File: src/rtl/aes_pkg.sv
// Shared AES constants for the decryption datapath.
// Holds the byte type, the FIPS-197 inverse S-box used by the InvSubBytes
// lookup, and the forward S-box kept alongside it for cross-checking.
package aes_pkg;

    typedef logic [7:0] aes_byte_t;

    // Inverse S-box, row-major: entry [16*hi + lo] for address {hi, lo}.
    localparam aes_byte_t INV_SBOX [256] = '{
        // 0x00
        8'h52, 8'h09, 8'h6a, 8'hd5, 8'h30, 8'h36, 8'ha5, 8'h38,
        8'hbf, 8'h40, 8'ha3, 8'h9e, 8'h81, 8'hf3, 8'hd7, 8'hfb,
        // 0x10
        8'h7c, 8'he3, 8'h39, 8'h82, 8'h9b, 8'h2f, 8'hff, 8'h87,
        8'h34, 8'h8e, 8'h43, 8'h44, 8'hc4, 8'hde, 8'he9, 8'hcb,
        // 0x20
        8'h54, 8'h7b, 8'h94, 8'h32, 8'ha6, 8'hc2, 8'h23, 8'h3d,
        8'hee, 8'h4c, 8'h95, 8'h0b, 8'h42, 8'hfa, 8'hc3, 8'h4e,
        // 0x30
        8'h08, 8'h2e, 8'ha1, 8'h66, 8'h28, 8'hd9, 8'h24, 8'hb2,
        8'h76, 8'h5b, 8'ha2, 8'h49, 8'h6d, 8'h8b, 8'hd1, 8'h25,
        // 0x40
        8'h72, 8'hf8, 8'hf6, 8'h64, 8'h86, 8'h68, 8'h98, 8'h16,
        8'hd4, 8'ha4, 8'h5c, 8'hcc, 8'h5d, 8'h65, 8'hb6, 8'h92,
        // 0x50
        8'h6c, 8'h70, 8'h48, 8'h50, 8'hfd, 8'hed, 8'hb9, 8'hda,
        8'h5e, 8'h15, 8'h46, 8'h57, 8'ha7, 8'h8d, 8'h9d, 8'h84,
        // 0x60
        8'h90, 8'hd8, 8'hab, 8'h00, 8'h8c, 8'hbc, 8'hd3, 8'h0a,
        8'hf7, 8'he4, 8'h58, 8'h05, 8'hb8, 8'hb3, 8'h45, 8'h06,
        // 0x70
        8'hd0, 8'h2c, 8'h1e, 8'h8f, 8'hca, 8'h3f, 8'h0f, 8'h02,
        8'hc1, 8'haf, 8'hbd, 8'h03, 8'h01, 8'h13, 8'h8a, 8'h6b,
        // 0x80
        8'h3a, 8'h91, 8'h11, 8'h41, 8'h4f, 8'h67, 8'hdc, 8'hea,
        8'h97, 8'hf2, 8'hcf, 8'hce, 8'hf0, 8'hb4, 8'he6, 8'h73,
        // 0x90
        8'h96, 8'hac, 8'h74, 8'h22, 8'he7, 8'had, 8'h35, 8'h85,
        8'he2, 8'hf9, 8'h37, 8'he8, 8'h1c, 8'h75, 8'hdf, 8'h6e,
        // 0xa0
        8'h47, 8'hf1, 8'h1a, 8'h71, 8'h1d, 8'h29, 8'hc5, 8'h89,
        8'h6f, 8'hb7, 8'h62, 8'h0e, 8'haa, 8'h18, 8'hbe, 8'h1b,
        // 0xb0
        8'hfc, 8'h56, 8'h3e, 8'h4b, 8'hc6, 8'hd2, 8'h79, 8'h20,
        8'h9a, 8'hdb, 8'hc0, 8'hfe, 8'h78, 8'hcd, 8'h5a, 8'hf4,
        // 0xc0
        8'h1f, 8'hdd, 8'ha8, 8'h33, 8'h88, 8'h07, 8'hc7, 8'h31,
        8'hb1, 8'h12, 8'h10, 8'h59, 8'h27, 8'h80, 8'hec, 8'h5f,
        // 0xd0
        8'h60, 8'h51, 8'h7f, 8'ha9, 8'h19, 8'hb5, 8'h4a, 8'h0d,
        8'h2d, 8'he5, 8'h7a, 8'h9f, 8'h93, 8'hc9, 8'h9c, 8'hef,
        // 0xe0
        8'ha0, 8'he0, 8'h3b, 8'h4d, 8'hae, 8'h2a, 8'hf5, 8'hb0,
        8'hc8, 8'heb, 8'hbb, 8'h3c, 8'h83, 8'h53, 8'h99, 8'h61,
        // 0xf0
        8'h17, 8'h2b, 8'h04, 8'h7e, 8'hba, 8'h77, 8'hd6, 8'h26,
        8'he1, 8'h69, 8'h14, 8'h63, 8'h55, 8'h21, 8'h0c, 8'h7d
    };

    // Forward S-box; not used by the lookup itself, kept for cross-checks.
    localparam aes_byte_t SBOX [256] = '{
        // 0x00
        8'h63, 8'h7c, 8'h77, 8'h7b, 8'hf2, 8'h6b, 8'h6f, 8'hc5,
        8'h30, 8'h01, 8'h67, 8'h2b, 8'hfe, 8'hd7, 8'hab, 8'h76,
        // 0x10
        8'hca, 8'h82, 8'hc9, 8'h7d, 8'hfa, 8'h59, 8'h47, 8'hf0,
        8'had, 8'hd4, 8'ha2, 8'haf, 8'h9c, 8'ha4, 8'h72, 8'hc0,
        // 0x20
        8'hb7, 8'hfd, 8'h93, 8'h26, 8'h36, 8'h3f, 8'hf7, 8'hcc,
        8'h34, 8'ha5, 8'he5, 8'hf1, 8'h71, 8'hd8, 8'h31, 8'h15,
        // 0x30
        8'h04, 8'hc7, 8'h23, 8'hc3, 8'h18, 8'h96, 8'h05, 8'h9a,
        8'h07, 8'h12, 8'h80, 8'he2, 8'heb, 8'h27, 8'hb2, 8'h75,
        // 0x40
        8'h09, 8'h83, 8'h2c, 8'h1a, 8'h1b, 8'h6e, 8'h5a, 8'ha0,
        8'h52, 8'h3b, 8'hd6, 8'hb3, 8'h29, 8'he3, 8'h2f, 8'h84,
        // 0x50
        8'h53, 8'hd1, 8'h00, 8'hed, 8'h20, 8'hfc, 8'hb1, 8'h5b,
        8'h6a, 8'hcb, 8'hbe, 8'h39, 8'h4a, 8'h4c, 8'h58, 8'hcf,
        // 0x60
        8'hd0, 8'hef, 8'haa, 8'hfb, 8'h43, 8'h4d, 8'h33, 8'h85,
        8'h45, 8'hf9, 8'h02, 8'h7f, 8'h50, 8'h3c, 8'h9f, 8'ha8,
        // 0x70
        8'h51, 8'ha3, 8'h40, 8'h8f, 8'h92, 8'h9d, 8'h38, 8'hf5,
        8'hbc, 8'hb6, 8'hda, 8'h21, 8'h10, 8'hff, 8'hf3, 8'hd2,
        // 0x80
        8'hcd, 8'h0c, 8'h13, 8'hec, 8'h5f, 8'h97, 8'h44, 8'h17,
        8'hc4, 8'ha7, 8'h7e, 8'h3d, 8'h64, 8'h5d, 8'h19, 8'h73,
        // 0x90
        8'h60, 8'h81, 8'h4f, 8'hdc, 8'h22, 8'h2a, 8'h90, 8'h88,
        8'h46, 8'hee, 8'hb8, 8'h14, 8'hde, 8'h5e, 8'h0b, 8'hdb,
        // 0xa0
        8'he0, 8'h32, 8'h3a, 8'h0a, 8'h49, 8'h06, 8'h24, 8'h5c,
        8'hc2, 8'hd3, 8'hac, 8'h62, 8'h91, 8'h95, 8'he4, 8'h79,
        // 0xb0
        8'he7, 8'hc8, 8'h37, 8'h6d, 8'h8d, 8'hd5, 8'h4e, 8'ha9,
        8'h6c, 8'h56, 8'hf4, 8'hea, 8'h65, 8'h7a, 8'hae, 8'h08,
        // 0xc0
        8'hba, 8'h78, 8'h25, 8'h2e, 8'h1c, 8'ha6, 8'hb4, 8'hc6,
        8'he8, 8'hdd, 8'h74, 8'h1f, 8'h4b, 8'hbd, 8'h8b, 8'h8a,
        // 0xd0
        8'h70, 8'h3e, 8'hb5, 8'h66, 8'h48, 8'h03, 8'hf6, 8'h0e,
        8'h61, 8'h35, 8'h57, 8'hb9, 8'h86, 8'hc1, 8'h1d, 8'h9e,
        // 0xe0
        8'he1, 8'hf8, 8'h98, 8'h11, 8'h69, 8'hd9, 8'h8e, 8'h94,
        8'h9b, 8'h1e, 8'h87, 8'he9, 8'hce, 8'h55, 8'h28, 8'hdf,
        // 0xf0
        8'h8c, 8'ha1, 8'h89, 8'h0d, 8'hbf, 8'he6, 8'h42, 8'h68,
        8'h41, 8'h99, 8'h2d, 8'h0f, 8'hb0, 8'h54, 8'hbb, 8'h16
    };

endpackage

File: src/rtl/inv_sbox_lut.sv
// Combinational InvSubBytes lookup: one byte in, its inverse S-box image out.
// Every 8-bit address is a valid table index, so there is no default path.
module inv_sbox_lut
    import aes_pkg::*;
(
    input  logic [7:0] rom_addr,
    output logic [7:0] data_o
);

    // Pure table read; synthesis folds the constant array into logic or ROM.
    always_comb begin
        data_o = INV_SBOX[rom_addr];
    end

endmodule

File: src/rtl/inv_sbox_rom.sv
// AES inverse S-box ROM for one byte lane of the InvSubBytes stage.
// Optional build macro: INV_SBOX_COMB_OUT_EN
//   undefined (default): data_o is registered, 1-cycle latency, resets to 8'h00.
//   defined:             data_o follows rom_addr combinationally, no reset value.
// Interface timing: there is no valid/ready handshake. A new address is taken
// every cycle and the caller accounts for the fixed latency of the build.
module inv_sbox_rom
    import aes_pkg::*;
(
    input  logic       clk_i,
    input  logic       reset_n_i,
    input  logic [7:0] rom_addr,
    output logic [7:0] data_o
);

    logic [7:0] lut_data;

    inv_sbox_lut u_lut (
        .rom_addr (rom_addr),
        .data_o   (lut_data)
    );

`ifdef INV_SBOX_COMB_OUT_EN

    // Clock and reset stay on the port list for drop-in compatibility only.
    logic unused_clk_rst;
    assign unused_clk_rst = clk_i ^ reset_n_i;

    // Zero-latency path straight from the lookup.
    always_comb begin
        data_o = lut_data;
    end

`else

    // Output register: async clear drops any pending lookup immediately.
    always_ff @(posedge clk_i or negedge reset_n_i) begin
        if (!reset_n_i) begin
            data_o <= 8'h00;
        end else begin
            data_o <= lut_data;
        end
    end

`endif

endmodule

File: config.mk
export PLATFORM = sky130hd
export DESIGN_NAME = inv_sbox_rom
export DESIGN_NICKNAME = d
export VERILOG_FILES = /design/src/rtl/aes_pkg.sv /design/src/rtl/inv_sbox_lut.sv /design/src/rtl/inv_sbox_rom.sv
export SDC_FILE = /design/constraint.sdc
export NUM_CORES = 1
export LEC_CHECK = 0
export BUFFER_PORTS_ARGS = -buffer_cell sky130_fd_sc_hd__buf_2
export CAP_MARGIN = 10
export CORE_ASPECT_RATIO = 2
export CORE_MARGIN = 10
export CORE_UTILIZATION = 40
export CTS_CLUSTER_DIAMETER = 120
export DETAILED_ROUTE_END_ITERATION = 8
export HOLD_SLACK_MARGIN = 0.02
export PLACE_DENSITY = 0.66
export RECOVER_POWER = 25
export SLEW_MARGIN = 20
export SYNTH_ARGS = -nofsm -noshare
export SYNTH_HDL_FRONTEND = slang
export SYNTH_SLANG_ARGS = --single-unit
export TNS_END_PERCENT = 20
File: constraint.sdc
create_clock -name clk_i -period 0.8 [get_ports clk_i]
set_input_delay 0.04 -clock clk_i [delete_from_list [all_inputs] [get_ports clk_i]]
set_output_delay 0.04 -clock clk_i [all_outputs]
set_load 0.01 [all_outputs]
[Word level (Yosys, flattened, before mapping)]
Memory sizes are Yosys's and may differ from the RTL's. A register that Yosys moved wholly into a read port is not among the register bits.
Index checks and enable logic that the tools add are counted.
Cells by class
  bitwise logic cells: 1
  reductions and logical operators: 1
Operator list (count)
  8-bit NOT with 9-bit output: 1
  1-bit zero test: 1
Storage, ports and cells
  flip-flop bits (word level): 0
  memory bits (read-only): 2048
  bits of input ports: 10
  memories: 1
Memory list
  (name not given): depth 256, width 8, read ports 1, clocked after memory_dff 1, wr ports 0, RTL line inv_sbox_lut.sv:12  | data_o = INV_SBOX[rom_addr];

[Longest topological paths before layout]
Gate-level depths: netlist (run 1).
  depth in word-level cells: 1
  mapped depth: 12
  mapped depth without buffers: 8

[By module]
From an unflattened synthesis (run 1), not the netlist that was laid out.
Unflattened totals
  cell total of the unflattened synthesis: 553
  area, all modules: 3568.4 µm²
Modules (own cells, without submodules)
  inv_sbox_lut: times used 1, cells each 545, area each 3368.2 µm²
  inv_sbox_rom: times used 1, cells each 8, area each 200.2 µm²

[Worst setup path before layout (run 1)]
Ideal clock, no wire load.
  path type: input-to-reg
  from: input rom_addr[1]
  to: register data_o[3]
  library setup time: 0.135 ns
  data arrival time: 2.114 ns
  required time: 0.665 ns
  setup slack: -1.449 ns
  stages: 12
  path buffers: 4
  cells stage by stage: buf_2 buf_2 inv_1 ha_1 buf_6 or2_1 buf_2 a21o_1 a21boi_1 mux4_2 o21ai_2 o221ai_2
Between the ends
  longest elaborated chain between the ends: 1
RTL lines
  start, declared: RTL line inv_sbox_rom.sv:12  | input logic [7:0] rom_addr,
  8-bit NOT with 9-bit output (implied by the code): RTL line inv_sbox_lut.sv:12
  end, declared: RTL line inv_sbox_rom.sv:13  | output logic [7:0] data_o
No other way between the ends.

[Worst setup path in the final report (run 1)]
  from: input rom_addr[0]
  to: register data_o[1]
Same word-level chain as after synthesis.

==> tab_implementation.tex, run 1 <==
\begin{tabular}{lr}
\hline
Metric & Value \\
\hline
\multicolumn{2}{l}{\textbf{Run status}} \\
\quad Run status & finished with violations \\
\quad Violated checks & negative setup slack \\
\multicolumn{2}{l}{\textbf{Synthesis}} \\
\quad Leading register cell type out of synthesis & dfrtp\_1 \\
\quad Syn Nets & between 500 and 600 \\
\quad Sequential element share of the synthesized area & 5.19\% \\
\quad XOR/XNOR Fraction of Synth Area & less than 1\% \\
\quad Post-synth EDFFs & 0 \\
\quad Portion of netlist area occupied by mux cells & about 4.5\% \\
\quad Fraction of synthesis flops using an asynchronous set or reset pin & 100\% \\
\quad Mapped Cells & $\sim$560 \\
\quad Post-Synth Adder-Cell Area & under 10\% \\
\quad Compound-cell area share of the yosys netlist & between 40\% and 50\% \\
\quad Post-synthesis simple-gate area fraction & 26.5\% \\
\quad Synthesized area per cell & 6.83 sq um \\
\quad Synth warn & 0 \\
\quad Number of unique standard cell types used by synthesis & 83 \\
\quad Number of synthesized register bits & 8 \\
\quad Dominant combinational cell family by area after synthesis & compound AO/OA/AOI/OAI gates \\
\quad Mapped Area & between 0.003 and 0.004 sq mm \\
\multicolumn{2}{l}{\textbf{Timing}} \\
\quad Number of max-slew violations in the final report & 0 \\
\quad Unrepaired setup endpoints after global routing & yes \\
\quad Final hold violation count & 0 \\
\quad Post-route fraction of the period consumed by the critical path & 225\% \\
\quad F\_max & roughly 560 MHz \\
\quad Worst Tran Pin Value & roughly 0.58 ns \\
\quad Final min period & 1.80 ns \\
\quad Worst Slack Setup Final & -0.999 ns \\
\quad Worst hold slack across all endpoints & between 0.2 and 0.3 ns \\
\quad \# setup viols final & 9 \\
\quad Slew headroom & between 60\% and 70\% \\
\quad Setup TNS after final layout & -7.69 ns \\
\multicolumn{2}{l}{\textbf{Critical path}} \\
\quad Max FO, Critical Path & 7 \\
\quad Master of the slowest instance on the critical path & ha\_4 \\
\quad Endpoint arrival time on the critical path & approximately 1.9 ns \\
\quad Category of the critical setup timing path & in -> reg \\
\quad Delay of the slowest cell on the worst path & 0.38 ns \\
\quad Nature of the critical path startpoint & primary input \\
\quad Type of destination of the critical path & register \\
\quad Worst-path cell chain & buf\_8 -> clkinvlp\_4 -> ha\_4 -> buf\_12 -> nand3b\_1 -> buf\_4 -> a32o\_2 -> a221oi\_4 -> a21o\_1 -> a221oi\_2 \\
\quad Worst EP required & between 0.9 and 1 ns \\
\multicolumn{2}{l}{\textbf{GRT}} \\
\quad Total routing usage reported by global routing & 32.8\% \\
\quad Total grt overflow & 0 \\
\quad Global Route met3 Usage & under 10\% \\
\quad First-pass GRT wire length & 35.4 mm \\
\quad Busiest metal layer after global routing & met2 \\
\quad Vias in the first global route & roughly 5.7k \\
\quad Met2 routing resource usage after global routing & 51.0\% \\
\quad Met1 Track Usage GR & approximately 40\% \\
\quad Largest net degree at the start of global routing & 28 \\
\quad Antenna violations before repair & 0 \\
\multicolumn{2}{l}{\textbf{Final layout}} \\
\quad Count of inserted antenna diode cells & 0 \\
\quad Most flop-heavy register & data\_o \\
\quad Finished Layout Cells & 845 \\
\quad Number of flip-flops under the largest register name & 8 \\
\quad Fill cells & about 850 \\
\quad Biggest registers after layout & data\_o x8 \\
\quad Proportion of layout cells with a drive suffix above 1 & a little over two fifths \\
\quad Area growth from synthesis to final layout & 53.3\% \\
\quad Area taken by flip-flops and latches & roughly 200 sq um \\
\quad Final \#Nets & $\sim$770 \\
\quad Multi-input logic area & 0.00349 sq mm \\
\multicolumn{2}{l}{\textbf{Detailed routing}} \\
\quad Total wirelength of the detailed-routed design & about 23 mm \\
\quad Via count & just under 6k \\
\quad Average vias per placed instance & $\sim$7 \\
\quad Final ANT Viol Nets & 0 \\
\quad Average routed wire per standard cell & roughly 28 um \\
\quad Count of TritonRoute iterations in the first routing pass & 7 \\
\quad Starting DRC count in detailed routing & roughly 1.1k \\
\quad Residual DRC & 0 \\
\multicolumn{2}{l}{\textbf{Pwr}} \\
\quad Pwr/cell area & between 900 and 1000 mW/mm\^{}2 \\
\quad Standby leakage power & 2.55 nW \\
\quad Pwr Total & between 5 and 6 mW \\
\quad VDD IR max & slightly below 700 uV \\
\multicolumn{2}{l}{\textbf{Run}} \\
\quad Max cap viols & 0 \\
\multicolumn{2}{l}{\textbf{Clock tree}} \\
\quad Clock sink count & 8 \\
\quad Buffers from clock root to sink, at most & 2 \\
\quad CTS clk-pin slew, worst paths & about 0.050 ns \\
\quad Number of levels in the clock H-tree & 1 \\
\quad Cts bufs inserted & 3 \\
\quad Clock tree from TritonCTS & yes \\
\quad Clk root buf & clkbuf\_16 \\
\multicolumn{2}{l}{\textbf{Placement}} \\
\quad Count of input and output buffers & 17 \\
\quad HPWL after detailed placement & between 15 and 20 mm \\
\quad Final GP Congestion & roughly 1.1 \\
\quad Cell count after placement & 836 \\
\multicolumn{2}{l}{\textbf{Die}} \\
\quad Number of cell rows & 50 \\
\quad Floorplan die area & approximately 0.014 sq mm \\
\quad Total core area & 0.00938 sq mm \\
\quad Horiz. Die Dim & just under 90 um \\
\quad Initial core utilization & just over 40\% \\
\quad Die boundary height & roughly 160 um \\
\quad IO Count & 18 \\
\multicolumn{2}{l}{\textbf{Min path}} \\
\quad Class of the tightest hold or removal check & in -> async \\
\hline
\end{tabular}
## cells by family after synthesis
group                      after synthesis
AOI/OAI and AO/OA                      235
xor gates and xnor gates                 2
adders and majority gates               22
buffers and inverters                   87
DFF                                      8
muxes                                   11
and+or+nand+nor                        199
## how the worst max path moves through the flow
stage | start | end | depth (start not counted)
after global placement | rom_addr[0] | data_o[0] | 12
after floorplan | rom_addr[1] | data_o[3] | 12
after detailed placement | rom_addr[0] | data_o[0] | 12
after global routing | rom_addr[0] | data_o[4] | 11
final | rom_addr[0] | data_o[1] | 10
after CTS | rom_addr[0] | data_o[0] | 10
## cells in the final DEF (no fill, tap or decap), types with 12 or more instances in the layout
cell      Yosys  layout
buf_4         8     216
a21oi_1      50      46
nand2_1      45      44
nor2_1       35      32
nand3_1      27      26
o21ai_0      31      25
nand2b_1     21      21
a211oi_1     15      15
o211ai_1     14      14
ha_1         21      14
nor2b_1      16      13
nor3_1       17      12
buf_2        32      12
## Yosys cell counts (15+ instances only)
library cell | number | area [sq um]
ha_1 | 21 | 263
nand2_1 | 45 | 169
nand3_1 | 27 | 135
nor3_1 | 17 | 85.1
nor2_1 | 35 | 131
a21oi_1 | 50 | 250
nand2b_1 | 21 | 131
o21ai_0 | 31 | 155
nor2b_1 | 16 | 100
a211oi_1 | 15 | 113
clkbuf_1 | 21 | 78.8
buf_2 | 32 | 160
## report_power, final
part | leakage [nW] | internal [mW] | total, mW | switching, mW
sequential | 0.0926 | 0.463 | 0.478 | 0.0149
combinational | 2.42 | 1.77 | 3.96 | 2.19
clock | 0.0370 | 0.653 | 0.936 | 0.283
total | 2.55 | 2.89 | 5.38 | 2.49
## layer usage
metal / part of all wire (%) / vias to the layer above / wire length [um]
met3: 9.7 / 142 / 2280
met5: 0 / - / 0
met4: 9.7 / 0 / 2260
met1: 34 / 2736 / 7990
li1: - / 2526 / -
met2: 46 / 499 / 10900
## metrics by stage
stage / cell area [sq um] / setup WS [ns] / util [%]
after CTS: 5780 / -0.952 / 61.6
after floorplan: 3900 / -1.23 / -
after global routing: 5910 / -1.03 / 63.0
after detailed placement: 5440 / -1.43 / 58.0
after global placement: 5440 / -1.43 / 58.0
final: 5910 / -0.999 / 63.0
## worst max-delay path: cells and delay by family
kind | cells | cell delay [ns]
adders and majority gates | 1 | 0.38
buffers and inverters | 4 | 0.56
AOI/OAI and AO/OA | 4 | 0.79
and+or+nand+nor | 1 | 0.14
## area by class of cell
class,instances,area share [%]
Timing Repair Buffer,246,33.0
Sequential cell,8,3.39
Inverter,15,1.14
Clock buffer,3,1.27
Tap cell,104,2.20
Multi-Input combinational cell,469,59.0
## repair_timing
| item | CTS | global route |
|---|---|---|
| pin swaps | 13 | 18 |
| buffers inserted | 4 | 1 |
| hold buffers | 1 | 0 |
| gates resized for setup | 54 | 24 |
| hold endpoints to repair | 8 | 0 |
| setup endpoints to repair | 9 | 11 |
(Power assumes the default switching activity.)
==> run 2, diff against run 1 <==
--- a/config.mk
+++ b/config.mk
@@ -13,7 +13,7 @@
 export CTS_CLUSTER_DIAMETER = 120
 export DETAILED_ROUTE_END_ITERATION = 8
 export HOLD_SLACK_MARGIN = 0.02
-export PLACE_DENSITY = 0.66
+export PLACE_DENSITY = 0.65
 export RECOVER_POWER = 25
 export SLEW_MARGIN = 20
 export SYNTH_ARGS = -nofsm -noshare
==> run 2 against run 1 <==
Net effect:
- the flow still finishes with violations (negative setup slack)
- clock-buffer cell count is the same
- sequential power increased by 5.0%
- maximum frequency is 1.0% lower
- design area is 1.0% higher
- critical endpoint is now data_o[4]
==> tab_implementation.tex, run 2 (synthesized netlist as in run 1, its figures left out) <==
\begin{tabular}{lr}
\hline
Metric & Value \\
\hline
\multicolumn{2}{l}{\textbf{Clock tree}} \\
\quad CTS clk-pin slew, worst paths & 0.05 ns (about the same) \\
\quad Clock tree from TritonCTS & yes (unchanged) \\
\quad Buffers from clock root to sink, at most & 2 (unchanged) \\
\quad Number of levels in the clock H-tree & 1 (unchanged) \\
\quad Clk root buf & clkbuf\_16 (unchanged) \\
\quad Clock sink count & 8 (unchanged) \\
\quad Cts bufs inserted & 3 (unchanged) \\
\multicolumn{2}{l}{\textbf{Timing}} \\
\quad Slew headroom & 57.5\% (was 61.5\%) \\
\quad Unrepaired setup endpoints after global routing & yes (unchanged) \\
\quad F\_max & 550 MHz (was 556 MHz) \\
\quad Worst hold slack across all endpoints & 0.198 ns (was 0.279 ns) \\
\quad Final min period & 1.82 ns (was 1.80 ns) \\
\quad Setup TNS after final layout & -7.65 ns (was -7.69 ns) \\
\quad Post-route fraction of the period consumed by the critical path & 227\% (was 225\%) \\
\quad Worst Tran Pin Value & 0.637 ns (was 0.576 ns) \\
\quad \# setup viols final & 12 (was 9) \\
\quad Number of max-slew violations in the final report & 0 (unchanged) \\
\quad Worst Slack Setup Final & -1.02 ns (was -0.999 ns) \\
\quad Final hold violation count & 0 (unchanged) \\
\multicolumn{2}{l}{\textbf{Pwr}} \\
\quad Standby leakage power & 2.58 nW (was 2.55 nW) \\
\quad Pwr/cell area & 913 mW/mm\^{}2 (was 910 mW/mm\^{}2) \\
\quad VDD IR max & 899 uV (was 692 uV) \\
\multicolumn{2}{l}{\textbf{Run}} \\
\quad Max cap viols & 0 (unchanged) \\
\multicolumn{2}{l}{\textbf{Die}} \\
\quad Horiz. Die Dim & 89.4 um (unchanged) \\
\quad Die boundary height & 159 um (unchanged) \\
\quad Number of cell rows & 50 (unchanged) \\
\quad Total core area & 0.00938 sq mm (unchanged) \\
\quad IO Count & 18 (unchanged) \\
\quad Floorplan die area & 0.0142 sq mm (unchanged) \\
\quad Initial core utilization & 41.1\% (unchanged) \\
\multicolumn{2}{l}{\textbf{Critical path}} \\
\quad Max FO, Critical Path & 5 (was 7) \\
\quad Nature of the critical path startpoint & primary input (unchanged) \\
\quad Category of the critical setup timing path & in -> reg (unchanged) \\
\quad Type of destination of the critical path & register (unchanged) \\
\quad Worst EP required & 0.92 ns (about the same) \\
\quad Endpoint arrival time on the critical path & 1.93 ns (was 1.92 ns) \\
\multicolumn{2}{l}{\textbf{Min path}} \\
\quad Class of the tightest hold or removal check & in -> async (unchanged) \\
\multicolumn{2}{l}{\textbf{Detailed routing}} \\
\quad Via count & 6003 (was 5903) \\
\quad Average routed wire per standard cell & 28.7 um (was 27.7 um) \\
\quad Final ANT Viol Nets & 0 (unchanged) \\
\quad Total wirelength of the detailed-routed design & 24.4 mm (was 23.4 mm) \\
\quad Count of TritonRoute iterations in the first routing pass & 5 (was 7) \\
\quad Starting DRC count in detailed routing & 895 (was 1079) \\
\quad Average vias per placed instance & 7.08 (was 6.99) \\
\quad Residual DRC & 0 (unchanged) \\
\multicolumn{2}{l}{\textbf{GRT}} \\
\quad Antenna violations before repair & 0 (unchanged) \\
\quad Total grt overflow & 0 (unchanged) \\
\quad Vias in the first global route & 5892 (was 5681) \\
\quad Met1 Track Usage GR & 38.4\% (was 39.3\%) \\
\quad Global Route met3 Usage & 5.48\% (was 4.96\%) \\
\quad First-pass GRT wire length & 36.1 mm (was 35.4 mm) \\
\quad Met2 routing resource usage after global routing & 53.7\% (was 51.0\%) \\
\quad Largest net degree at the start of global routing & 24 (was 28) \\
\quad Busiest metal layer after global routing & met2 (unchanged) \\
\quad Total routing usage reported by global routing & 33.7\% (was 32.8\%) \\
\multicolumn{2}{l}{\textbf{Final layout}} \\
\quad Count of inserted antenna diode cells & 0 (unchanged) \\
\quad Fill cells & 903 (was 852) \\
\quad Most flop-heavy register & data\_o (unchanged) \\
\quad Most common library cell in the layout ignoring fill and taps & buf\_4 (unchanged) \\
\quad Area taken by flip-flops and latches & 200 sq um (unchanged) \\
\quad Commonest cells after routing, fill and taps aside & 216 x buf\_4, 44 x a21oi\_1, 43 x nand2\_1 (was 216 x buf\_4, 46 x a21oi\_1, 44 x nand2\_1) \\
\quad Area growth from synthesis to final layout & 54.9\% (was 53.3\%) \\
\quad Multi-input logic area & 0.00349 sq mm (unchanged) \\
\quad Final \#Nets & 777 (was 774) \\
\quad Number of flip-flops under the largest register name & 8 (unchanged) \\
\quad Proportion of layout cells with a drive suffix above 1 & 43.4\% (was 43.6\%) \\
\quad Biggest registers after layout & data\_o x8 (unchanged) \\
\multicolumn{2}{l}{\textbf{Run status}} \\
\quad Violated checks & negative setup slack (unchanged) \\
\quad Run status & finished with violations (unchanged) \\
\multicolumn{2}{l}{\textbf{Placement}} \\
\quad Count of input and output buffers & 17 (unchanged) \\
\quad HPWL after detailed placement & 19.0 mm (was 18.3 mm) \\
\quad Final GP Congestion & 1.08 (was 1.13) \\
\hline
\end{tabular}
[run 2: repair_timing]
action | 4_1_cts | 5_1_grt
setup endpoints to repair | 11 | 13
gates resized for setup | 54 | 31
endpoints found under the hold margin | 8 | 0
setup buffers | 7 | 2
pin swaps | 17 | 12
hold buffers | 1 | 0
[run 2: worst paths after layout]
path	from	end	cells after the start
min in group clk_i	rom_addr[5]	data_o[5]	3
min	reset_n_i	data_o[6]	2
max in group asynchronous	reset_n_i	data_o[1]	2
max	rom_addr[0]	data_o[4]	12
[run 2: metal layers]
metal | wire, um | up-vias | share of wire (%)
met5 | 0 | - | 0
met4 | 2390 | 0 | 9.8
met3 | 2210 | 152 | 9.1
met2 | 11400 | 508 | 47
met1 | 8360 | 2812 | 34
li1 | - | 2531 | -
[run 2: area by class of cell]
cell class	instances	share of cell area, %
clock buffer	3	1.26
inverter	15	1.22
multi-input combinational	469	58.4
sequential	8	3.35
tap	104	2.18
timing repair buffer	249	33.6
[run 2: power breakdown]
group,leakage (nW),switching (mW),internal [mW]
sequential,0.0926,0.0383,0.464
combinational,2.45,2.21,1.79
clock,0.0370,0.286,0.654
total,2.58,2.54,2.91
[run 2: through the flow]
step                setup WS, ns  power, mW  utilization (%)  cells  area (sq um)
detailed placement         -1.46       4.00             58.1    835          5450
global placement           -1.44       3.99             58.1    835          5450
global route               -1.05       5.60             63.6    848          5970
CTS                       -0.962       5.15             62.0    846          5810
floorplan                  -1.23       2.27                -    564          3900
finish                     -1.02       5.45             63.6    848          5970
[run 2: worst max-delay path, cell delays in order]
cell,delay [ns]
buf_8,0.08
clkinvlp_4,0.10
buf_6,0.15
ha_4,0.25
buf_4,0.14
buf_6,0.11
buf_4,0.13
o21ai_0,0.20
o211ai_1,0.18
a21oi_1,0.21
a211oi_2,0.07
a211o_1,0.28
